**src/rtl/ic74ls85_pkg.sv**
```systemverilog
`default_nettype none
// ============================================================================
// Module      : ic74ls85_pkg
// Description : Result encodings and cascade resolution shared by the
//               74LS85-style magnitude comparator.
// Revision    : 1.0 - initial release
// ============================================================================
package ic74ls85_pkg;

    // Result vectors are packed as {lt, eq, gt}
    localparam logic [2:0] c_LT   = 3'b100;
    localparam logic [2:0] c_EQ   = 3'b010;
    localparam logic [2:0] c_GT   = 3'b001;
    localparam logic [2:0] c_NONE = 3'b000;
    localparam logic [2:0] c_LTGT = 3'b101;
    localparam logic [2:0] c_SEED = c_EQ;

    // Datasheet behaviour when A==B; eq_in dominates the other two inputs
    function automatic logic [2:0] resolve_cascade(
        input logic lt_in,
        input logic eq_in,
        input logic gt_in
    );
        logic [2:0] res;
        if (eq_in) begin
            res = c_EQ;
        end else begin
            unique case ({lt_in, gt_in})
                2'b10:   res = c_LT;
                2'b01:   res = c_GT;
                2'b11:   res = c_NONE;
                default: res = c_LTGT;
            endcase
        end
        return res;
    endfunction

endpackage
`default_nettype wire

```
**src/rtl/ic74ls85_core.sv**
```systemverilog
`default_nettype none
// ============================================================================
// Module      : ic74ls85_core
// Description : Combinational WIDTH-bit unsigned compare with cascade
//               resolution on an exact match.
// Revision    : 1.0 - initial release
// ============================================================================
module ic74ls85_core
    import ic74ls85_pkg::*;
#(
    parameter int WIDTH = 4
) (
    input  logic [WIDTH-1:0] A,
    input  logic [WIDTH-1:0] B,
    input  logic             A_lt_B_in,
    input  logic             A_eq_B_in,
    input  logic             A_gt_B_in,
    output logic [2:0]       result
);

    always_comb begin
        result = resolve_cascade(A_lt_B_in, A_eq_B_in, A_gt_B_in);
        if (A > B) begin
            result = c_GT;
        end else if (A < B) begin
            result = c_LT;
        end
    end

endmodule
`default_nettype wire

```
**src/rtl/ic74ls85.sv**
```systemverilog
`default_nettype none
// ============================================================================
// Module      : ic74ls85
// Description : Cascadable magnitude comparator with optional registered
//               one-hot lt/eq/gt outputs.
// Revision    : 1.0 - initial release
// ============================================================================
module ic74ls85
    import ic74ls85_pkg::*;
#(
    parameter int WIDTH   = 4,
    parameter bit OUT_REG = 1'b1
) (
    input  logic             clk,
    input  logic             rst_n,
    input  logic [WIDTH-1:0] A,
    input  logic [WIDTH-1:0] B,
    input  logic             A_lt_B_in,
    input  logic             A_eq_B_in,
    input  logic             A_gt_B_in,
    output logic             A_lt_B,
    output logic             A_eq_B,
    output logic             A_gt_B
);

    logic [2:0] w_result;
    logic [2:0] w_out;

    ic74ls85_core #(
        .WIDTH (WIDTH)
    ) u_core (
        .A         (A),
        .B         (B),
        .A_lt_B_in (A_lt_B_in),
        .A_eq_B_in (A_eq_B_in),
        .A_gt_B_in (A_gt_B_in),
        .result    (w_result)
    );

    generate
        if (OUT_REG) begin : g_reg
            logic [2:0] r_result;

            // Reset to the equal seed so a downstream stage sees a neutral cascade
            always_ff @(posedge clk or negedge rst_n) begin
                if (!rst_n) begin
                    r_result <= c_SEED;
                end else begin
                    r_result <= w_result;
                end
            end

            assign w_out = r_result;
        end else begin : g_comb
            logic w_unused;
            assign w_unused = ^{clk, rst_n};
            assign w_out    = w_result;
        end
    endgenerate

    assign {A_lt_B, A_eq_B, A_gt_B} = w_out;

endmodule
`default_nettype wire

```
**config.mk**
```make
export PLATFORM = sky130hd
export DESIGN_NAME = ic74ls85
export DESIGN_NICKNAME = d
export VERILOG_FILES = /design/src/rtl/ic74ls85_pkg.sv /design/src/rtl/ic74ls85_core.sv /design/src/rtl/ic74ls85.sv
export SDC_FILE = /design/constraint.sdc
export NUM_CORES = 1
export LEC_CHECK = 0
export CAP_MARGIN = 30
export CORE_AREA = 2 2 39 41
export DETAILED_ROUTE_END_ITERATION = 6
export DIE_AREA = 0 0 41 43
export HOLD_SLACK_MARGIN = 0.05
export SYNTH_ARGS = -nofsm -noshare
export SYNTH_HDL_FRONTEND = slang
export SYNTH_SLANG_ARGS = --single-unit
```
**constraint.sdc**
```tcl
create_clock -name clk -period 1.85 [get_ports clk]
set_input_delay 0.4625 -clock clk [delete_from_list [all_inputs] [get_ports clk]]
set_output_delay 0.4625 -clock clk [all_outputs]
set_load 0.1 [all_outputs]
```
==> results.md <==
* Commonest non-fill, non-tap cell in the layout: clkdlybuf4s50_1
* Wire length per cell at 6.579 um
* Starting Density at 0.1537
* Core Area at 0.001384 sq mm
* Crit path max fanout at 3
* Max-cap violations at 0
* Minimum clock period at 1554 ps
* Fmax at 643.7 MHz
* Mapped cell area at 212.7 sq um
* Sequential area share after synthesis at 0.3588
* Worst slew margin at 0.8190
* Row count at 14
* Max-slew violations at 0
* RePlAce Congestion at 0.6521
* Final hold vios at 0
* N_diodes at 0
* Setup Fix Bufs, Post-CTS at 0
* CP endpoint kind: flop
* Max reg flops at 3
* Clk sinks at 3
* Hold_buf cts at 0
* Worst-path clk slew at 40 ps
* Maximum VDD drop at 0.0001476 V
* Syn avg cell area at 9.668 sq um
* Netlist cell types at 12
* First-pass GRT wire length at 690 um
* CTS max path bufs at 2
* Actual slew at the worst max-slew pin at 271.6 ps
* Pwr Total at 0.0003168 W
* WL final at 375 um
* Fin util at 0.3174
* Biggest regs: g_reg.r_result x3
* # IOs at 16
* Pwr Density at 721.3 mW/mm^2
* Layout cells sized above 1 at 0.2195
* First-pass DRT Iterations at 1
* Unrepaired setup endpoints after global routing: no
* CTS H-Tree Depth at 1
* Endpoints failing setup at 0
* Post-DRT Antenna Nets at 0
* Placed Cells incl. Taps at 53
* Root buffer cell: clkbuf_4
* Critical path type: input port to flop
* Synth Register Bits at 3
* Worst setup margin at 296.5 ps
* Final TNS setup at 0 ps
* Vias/cell at 3.649
* Port buffer count at 15
* Vias at 208
* Hpwl dp at 352.7 um
* Place WS at 34.00 ps
* CTS tree: yes
* Post-route clock period utilization at 0.8398
* Mapped Cells at 22
* Largest net degree at the start of global routing at 4
* Worst EP arrival at 1650 ps
* Inserted Clock Buffers at 3
* Number of gates resized after CTS at 0
* Hold Path Class: input port to asynchronous set/reset pin
* Layout net count at 59
* Die outline area at 0.001763 sq mm
* GRT Total Usage at 0.05924
* Initial antenna violation count at 0
* Worst setup SP type: input port
* Largest register by flop count: g_reg.r_result
* Crit path required time at 1950 ps
* Syn_nets at 39
* Yosys warning count at 0
* Detailed router's first-iteration violation count at 0
* Outcome: completed
* DRC at 0
* Non-filler cells, final at 57
* Commonest non-fill, non-tap cells in the layout: 12 x clkdlybuf4s50_1, 5 x inv_1, 4 x ha_1
* GR Overflow Total at 0
* LEAKAGE at 0.2019 nW
* Vias in the first global route at 215
* Area grow syn2layout at 106.5%
* Die W at 41 um
* Die Height at 43 um
[cell type report]
class,count,area [sq um]
inverter,5,18.77
sequential,3,76.32
tap,16,20.02
fill,154,944.7
multi-input combinational,14,117.6
timing repair buffer,15,180.2
clock buffer,4,26.28
[final timing paths]
path	start	to	depth (start not counted)
max	B[3]	g_reg.r_result[0]$_DFF_PN0_	5
min	rst_n	g_reg.r_result[2]$_DFF_PN0_	1
max in group asynchronous	rst_n	g_reg.r_result[1]$_DFF_PN1_	1
min in group clk	A_eq_B_in	g_reg.r_result[1]$_DFF_PN1_	3
[worst max-delay path, stage by stage]
cell	delay, ps
clkdlybuf4s50_1	450
inv_1	40
ha_1	310
a21oi_1	280
a21oi_1	110
[where the power goes]
part           internal, W  switching (W)
sequential       0.0000727     0.00000480
combinational    0.0000587      0.0000687
clock            0.0000807      0.0000313
total             0.000212       0.000105
[kinds of logic (layout without fill, tap and decap cells)]
family                   Yosys count  in the layout  synth area share
AND/OR/NAND/NOR                    5              5            0.1177
flip-flops                         3              3            0.3589
adder cells (fa/ha/maj)            4              4            0.2353
AO/OA/AOI/OAI                      5              5            0.2000
buffers and inverters              5             24           0.08824
[layer usage]
metal | vias up | wire (um) | track usage
li1 | 112 | - | -
met1 | 86 | 159 | 0.07395
met2 | 10 | 190 | 0.07500
met3 | 0 | 25 | 0
met4 | 0 | 0 | 0.08000
met5 | - | 0 | 0
[synthesized netlist by cell type (all sizes together)]
master / n / area, sq um
a211oi: 1 / 12.51
nand4: 1 / 6.260
a21oi: 2 / 10.01
nor2: 2 / 7.510
ha: 4 / 50.05
dfrtp: 2 / 50.05
nor3: 1 / 5.000
nor2b: 1 / 6.260
dfstp: 1 / 26.28
o211ai: 1 / 12.51
a21o: 1 / 7.510
inv: 5 / 18.77
[per-stage QoR]
step | instance area (sq um) | hold slack [ps]
floorplan | 212.7 | 166.9
global placement | 412.9 | 651.4
detailed placement | 412.9 | 651.8
CTS | 439.2 | 402.4
global route | 439.2 | 411.1
finish | 439.2 | 410.1
(Power assumes the default switching activity.)
